==> config.mk <==
export PLATFORM = sky130hd
export DESIGN_NAME = shiftreg_sched
export DESIGN_NICKNAME = d
export VERILOG_FILES = /design/src/rtl/shiftreg_sched.sv
export SDC_FILE = /design/constraint.sdc
export NUM_CORES = 1
export LEC_CHECK = 0
export BUFFER_PORTS_ARGS = -buffer_cell sky130_fd_sc_hd__buf_2
export CAP_MARGIN = 20
export CORE_MARGIN = 1.5
export CORE_UTILIZATION = 38
export DETAILED_ROUTE_END_ITERATION = 7
export PLACE_DENSITY = 0.74
export SLEW_MARGIN = 15
export SYNTH_ARGS = -nofsm -noshare
export SYNTH_HDL_FRONTEND = slang
export SYNTH_SLANG_ARGS = --single-unit
export TNS_END_PERCENT = 20
==> constraint.sdc <==
create_clock -name clk -period 1.1 [get_ports clk]
set_input_delay 0 -clock clk [delete_from_list [all_inputs] [get_ports clk]]
set_output_delay 0 -clock clk [all_outputs]
set_load 0.03 [all_outputs]
==> src/rtl/shiftreg_sched.sv <==
// -----------------------------------------------------------------------------
// shiftreg_sched
//   Round-robin scheduler that lets two 4-bit requesters share one external
//   PISO shift register. A granted word is loaded into the PISO for one cycle
//   and then shifted for four cycles, MSB first. The serial stream comes back
//   on piso_dout and is forwarded on ser_bit, tagged with valid/source/last
//   flags that are aligned to the PISO's one-cycle output register.
//
// Ports
//   clk                      sole clock, rising edge
//   rst                      asynchronous, active-low reset
//   req0_valid / req1_valid  requester n has a word pending
//   req0_data  / req1_data   requester n word (held while valid and not ready)
//   req0_ready / req1_ready  word accepted this cycle
//   flush                    synchronous abort of the in-flight word
//   piso_load / piso_din     PISO parallel load strobe and data
//   piso_rst                 PISO synchronous active-high reset
//   piso_dout                PISO serial output
//   ser_bit                  combinational copy of piso_dout
//   ser_valid                ser_bit is a live data bit
//   ser_src                  requester index owning ser_bit
//   ser_last                 ser_bit is bit 0 of its word
//   busy                     scheduler is not idle
//   err                      error sink, tied low here (filled in by TMR)
// -----------------------------------------------------------------------------
(* tamara_triplicate *)
module shiftreg_sched (
  input  logic       clk,
  input  logic       rst,
  input  logic       req0_valid,
  input  logic [3:0] req0_data,
  output logic       req0_ready,
  input  logic       req1_valid,
  input  logic [3:0] req1_data,
  output logic       req1_ready,
  input  logic       flush,
  output logic       piso_load,
  output logic [3:0] piso_din,
  output logic       piso_rst,
  input  logic       piso_dout,
  output logic       ser_bit,
  output logic       ser_valid,
  output logic       ser_src,
  output logic       ser_last,
  output logic       busy,
  (* tamara_error_sink *)
  output logic       err
);

  typedef enum logic [1:0] {
    IDLE  = 2'd0,
    LOAD  = 2'd1,
    SHIFT = 2'd2
  } state_t;

  state_t     state_q, state_d;
  logic [1:0] cnt_q, cnt_d;
  logic       g_q, g_d;
  logic       lw_q, lw_d;
  logic       ser_valid_q, ser_valid_d;
  logic       ser_last_q, ser_last_d;
  logic       ser_src_q, ser_src_d;
  logic       piso_rst_q, piso_rst_d;

  logic       any_vld;
  logic       winner;
  logic       arb;

  always_ff @(posedge clk or negedge rst) begin
    if (!rst) begin
      state_q     <= IDLE;
      cnt_q       <= 2'd0;
      g_q         <= 1'b0;
      lw_q        <= 1'b1;   // requester 0 wins the first tie
      ser_valid_q <= 1'b0;
      ser_last_q  <= 1'b0;
      ser_src_q   <= 1'b0;
      piso_rst_q  <= 1'b1;   // keep the PISO cleared until the first edge after release
    end else begin
      state_q     <= state_d;
      cnt_q       <= cnt_d;
      g_q         <= g_d;
      lw_q        <= lw_d;
      ser_valid_q <= ser_valid_d;
      ser_last_q  <= ser_last_d;
      ser_src_q   <= ser_src_d;
      piso_rst_q  <= piso_rst_d;
    end
  end

  always_comb begin
    state_d     = state_q;
    cnt_d       = cnt_q;
    g_d         = g_q;
    lw_d        = lw_q;
    piso_load   = 1'b0;
    piso_din    = 4'd0;
    req0_ready  = 1'b0;
    req1_ready  = 1'b0;

    any_vld = req0_valid | req1_valid;
    // Tie goes to whoever did not win last; a lone requester always wins.
    winner  = (req0_valid & req1_valid) ? ~lw_q : req1_valid;
    // Arbitrate when idle or on the final shift cycle so back-to-back words
    // leave only the LOAD cycle as a gap in the serial stream.
    arb     = (state_q == IDLE) || ((state_q == SHIFT) && (cnt_q == 2'd3));

    case (state_q)
      IDLE:    ;
      LOAD: begin
        state_d = SHIFT;
        cnt_d   = 2'd0;
      end
      SHIFT:   cnt_d = cnt_q + 2'd1;
      default: state_d = IDLE;
    endcase

    if (arb) begin
      if (any_vld) begin
        state_d = LOAD;
        g_d     = winner;
        lw_d    = winner;
      end else begin
        state_d = IDLE;
      end
    end

    // Flush overrides every transition and leaves the grant history alone.
    if (flush) begin
      state_d = IDLE;
      cnt_d   = 2'd0;
      g_d     = g_q;
      lw_d    = lw_q;
    end

    if (state_q == LOAD) begin
      piso_load  = 1'b1;
      piso_din   = g_q ? req1_data : req0_data;
      req0_ready = ~flush & ~g_q;
      req1_ready = ~flush &  g_q;
    end

    // Tags are delayed one cycle to line up with the PISO's registered dout.
    ser_valid_d = (state_q == SHIFT) & ~flush;
    ser_last_d  = (state_q == SHIFT) & (cnt_q == 2'd3) & ~flush;
    ser_src_d   = g_q;
    piso_rst_d  = flush;
  end

  assign ser_bit   = piso_dout;
  assign ser_valid = ser_valid_q;
  assign ser_last  = ser_last_q;
  assign ser_src   = ser_src_q;
  assign piso_rst  = piso_rst_q;
  assign busy      = (state_q != IDLE);
  assign err       = 1'b0;

endmodule

# Word-level counts from Yosys, hierarchy flattened

Index checks and enable logic that the tools add are counted.

Bits in registers: 10
Bits of input ports: 14
Output and inout bits: 14
Word-level logic and storage cells: 42

Add/subtract/negate cells: 1
Equality and inequality tests: 4
Mux-type cells: 12
Bitwise operators: 10
Reduce and logical (&&, ||, !) cells: 7

Operator list:

| kind                                                                     | number |
|---|---|
| 4-bit 2-to-1 mux                                                         | 2 |
| 2-bit one-hot mux with 2 select lines                                    | 2 |
| 1-bit bitwise AND                                                        | 6 |
| 2-bit 2-to-1 mux                                                         | 3 |
| 1-bit 2-to-1 mux                                                         | 5 |
| 2-bit equality test (second input constant)                              | 2 |
| 3-bit by 1-bit inequality test with 1-bit output (second input constant) | 1 |
| 1-bit inverter                                                           | 3 |
| 3-bit AND reduction                                                      | 1 |
| 3-bit nonzero test                                                       | 1 |
| 2-bit by 1-bit adder with 2-bit output (second input constant)           | 1 |
| 2-bit by 1-bit equality test with 1-bit output (second input constant)   | 1 |
| 2-bit logical NOT                                                        | 1 |
| 2-bit nonzero test                                                       | 1 |
| 2-bit OR reduction                                                       | 1 |
| 1-bit logical AND                                                        | 1 |
| 1-bit logical OR                                                         | 1 |
| 1-bit bitwise OR                                                         | 1 |

# Longest topological paths before layout

Depth in word-level cells: 5
Gate-level depth with buffers: 4
Depth with buffers taken out: 4

# Least setup slack after synthesis

Ideal clock, no wire load.

Path type: reg-to-output
From: reg state_q[1]
To: out req0_ready
Arrival: 1.430 ns
Required time: 1.100 ns
Slack: -0.330 ns
Stages on the path, launching flop included: 5
Path buffers: 2
Cells stage by stage: dfrtp_1 buf_4 nand2b_1 buf_2 nor3_1

Longest elaborated chain between the ends: 2

Ends and longest elaborated chain:

| element                                        | line | RTL |
|---|---|---|
| start, declared                                | 56   | `state_t state_q, state_d;` |
| start signal, assigned                         | 80   | `state_q <= state_d;` |
| 2-bit by 1-bit equality test with 1-bit output | 136  | `if (state_q == LOAD) begin` |
| 1-bit 2-to-1 mux                               | 136  |  |
| end, declared                                  | 32   | `output logic req0_ready,` |

Every way passes these cells.

# Worst setup path after layout

From: reg state_q[0]
To: out req1_ready

Longest elaborated chain between the ends: 2

Ends and longest elaborated chain:

| element                                        | line | RTL |
|---|---|---|
| 2-bit by 1-bit equality test with 1-bit output | 136  |  |
| 1-bit 2-to-1 mux                               | 136  |  |
| end, declared                                  | 35   | `output logic req1_ready,` |

Every way passes these cells.

==> summary.md <==
| Metric | Value |
|---|---|
| Largest area contributor in the netlist | dfrtp_1 |
| Synth Area per Inst | 10.25 um2 |
| Post-synthesis sequential area ratio | 47.42% |
| Netlist cell types | 25 |
| FF-to-FF path depth | 3 |
| Top cell type's share of synthesized area | 37.56% |
| WHS Endpoint | ser_bit |
| Final setup vio count | 14 |
| CTS sink cnt | 10 |
| First-pass GRT wire length | 1780 um |
| Standard-cell rows | 13 |
| Top post-synthesis cells by area | dfrtp_1, dfstp_2, mux2i_1, nor2_1, a31oi_1 |
| Setup TNS | -0.7857 ns |
| Count leader, synth | dfrtp_1 |
| Ratio of final minimum period to clock period | 110.3% |
| Gr usage total | 17.38% |
| Port bufs | 24 |
| Clk_lat worst skew | 0.26 ns |
| Final hold viol count | 0 |
| Worst hold stages | 0 |
| Post-synthesis instance total | 52 |
| Post-synthesis register bit count | 10 |
| Crit path max-delay family | flip-flops |
| Core area | 0.001301 mm2 |
| Die Width | 40.45 um |
| PD cells | 1536 mW/mm2 |
| Reg2reg end | state_q[1] |
| Max-Cap Viols | 0 |
| Worst path required time | 1.10 ns |
| Vias/cell | 4.980 |
| # IOs | 28 |
| CTS tree | done |
| # diodes | 0 |
| Min cycle time layout | 1.214 ns |
| Drt initial violations | 8 |
| Num CTS Buffers | 3 |
| Synth warnings | 0 |
| F_max | 823.9 MHz |
| Failing checks | setup timing |
| RSZ-0062 raised after global routing | yes |
| Gpl congestion | 0.7097 |
| CP Launch Type | register |
| Reg2Reg Setup Slack | -0.05 ns |
| Pre-antenna DRT Iters | 5 |
| Post-Syn Area | 533.0 um2 |
| CP endpoint kind | output pin |
| Wirelength per Cell | 11.89 um |
| Starting Density | 40.96% |
| CTS Buffer Depth | 2 |
| Largest stage delay, worst path | 0.41 ns |
| H-tree depth | 1 |
| Final slew viol count | 0 |
| DR DRC count | 0 |
| Share of cells above drive strength 1 | 53.57% |
| Synth top cells by count | dfrtp_1, nor2_1, mux2i_1 |
| Final WL | 1177 um |
| Largest net degree at the start of global routing | 11 |
| Leak pwr | 0.0004164 uW |
| Crit-path cells | buf_6 -> nand2b_4 -> nor3b_4 -> buf_6 |
| Die H | 40.45 um |
| Crit path DAT | 1.21 ns |
| Worst Skew | 0.0002858 ns |
| Worst hold start | piso_dout |
| Pwr Total | 1268 uW |
| Crit-path max FO | 8 |
| Crit Reg-Reg Startpoint | cnt_q[1] |
| Post-synth EDFFs | 0 |
| Antenna violations before repair | 0 |
| Crit path buffers/inverters | 2 |
| Crit Path Class | reg -> out |
| Setup ws final | -0.1137 ns |
| Slowest stage cell, crit path | dfrtp_2 |
| Die ar. | 0.001636 mm2 |
| HP Class | in -> out |
| IR drop worst, VDD | 0.0007581 V |
| CTS clk-pin slew, worst paths | 0.07 ns |
| Vias | 493 |
| Post-synth ARST share | 100.0% |
| Most used cell, CP | buf_6 |
| P&R area growth vs syn | 54.93% |
| Final #Nets | 100 |
| Post-synth top flop | dfrtp_1 |
| Vias in the first global route | 431 |
| Antenna-violating nets left | 0 |
| Congestion Overflow GR | 0 |
| CTS root buffer | clkbuf_4 |
| Mapped Nets | 67 |
| Outcome | complete, but fails checks |
[through the flow]
stage	area, um2	setup slack [ns]	hold slack, ns	util, %	std cells
after floorplan	554.3	-0.07651	-0.2956	-	52
after global placement	670.6	-0.04855	-0.1365	51.54	89
after detailed placement	670.6	-0.09973	-0.1250	51.54	89
after CTS	825.8	-0.1099	0.0003539	63.46	99
after global routing	825.8	-0.1686	0.00005579	63.46	99
final	825.8	-0.1137	0.00001319	63.46	99
[metal layers]
layer / wire length (um) / track usage, %
met1: 515 / 19.80
met2: 577 / 29.76
met3: 71 / 1.667
met4: 13 / 12.50
met5: 0 / 0
[registers in the layout, indices dropped and copies added (netlist names)]
| signal | count |
|---|---|
| g_q | 1 |
| piso_rst | 1 |
| lw_q | 1 |
| ser_src | 1 |
| state_q | 2 |
| ser_last | 1 |
| cnt_q | 2 |
| ser_valid | 1 |
[cell families (layout without fill, tap and decap cells)]
family          count (synthesis)  in the layout  synth area share (%)
flops                          10             10                 47.42
fa+ha+maj                       1              1                 2.347
other cells                     1              1                0.7035
mux                             5              5                 9.390
buf+inv                         7             39                 8.683
xor+xnor                        1              1                 1.643
compound gates                  8              8                 9.857
simple gates                   19             19                 19.95
[worst max path at each step]
stage / from / to / slack [ns] / cells after the start
floorplan: state_q[1] / piso_din[0] / -0.08 / 4
global placement: cnt_q[0] / lw_q / -0.05 / 4
detailed placement: cnt_q[1] / g_q / -0.1 / 4
CTS: state_q[0] / req1_ready / -0.11 / 4
global route: state_q[0] / req1_ready / -0.17 / 4
finish: state_q[0] / req1_ready / -0.11 / 4
[area by class of cell]
type,instances,area (um2)
fill,113,475.5
multi-input combinational,35,267.8
sequential,10,255.2
timing repair buffer,34,244.0
clock buffer,4,36.28
tap,15,18.77
inverter,1,3.754
[worst reg2reg max path: stages (launching register included)]
cell and delay [ns]:
dfrtp_1 0.40, ha_2 0.19, or3b_1 0.36, a21oi_1 0.13
[layout by cell type, fill, tap and decap left out]
cell | netlist | layout
nor3b_4 | 0 | 1
xor2_1 | 1 | 1
dfstp_2 | 2 | 2
inv_1 | 1 | 1
dlygate4sd3_1 | 0 | 4
nand3_1 | 1 | 1
dfrtp_2 | 0 | 2
dfrtp_1 | 8 | 6
mux2i_1 | 5 | 5
ha_2 | 0 | 1
and2_4 | 0 | 1
clkbuf_8 | 0 | 1
nand2_1 | 1 | 1
a31oi_1 | 4 | 4
clkbuf_4 | 0 | 3
nor3b_1 | 1 | 1
a211oi_1 | 1 | 1
or2_4 | 0 | 1
nor2_1 | 7 | 7
buf_2 | 1 | 16
nor3_2 | 0 | 1
buf_6 | 1 | 5
a21oi_1 | 1 | 1
buf_4 | 3 | 9
and2_1 | 2 | 1
or3b_1 | 1 | 1
nand2b_4 | 0 | 2
nand2b_1 | 3 | 1
o21a_1 | 2 | 2
conb_1 | 1 | 1
[where the power goes]
part	switching [uW]	total (uW)	leakage (uW)	internal (uW)
clock network	131	332	0.0000210	201
logic	223	437	0.000272	214
registers	63.2	499	0.000123	436
[what timing repair did]
item | 4_1_cts | 5_1_grt
cloned | 0 | 0
gates resized for setup | 21 | 0
buffers inserted | 2 | 0
endpoints found under the setup margin | 12 | 16
hold endpoints to repair | 14 | 0
pin swaps | 3 | 0
hold buffers | 4 | 0
Power figures use the tool's default switching activity.
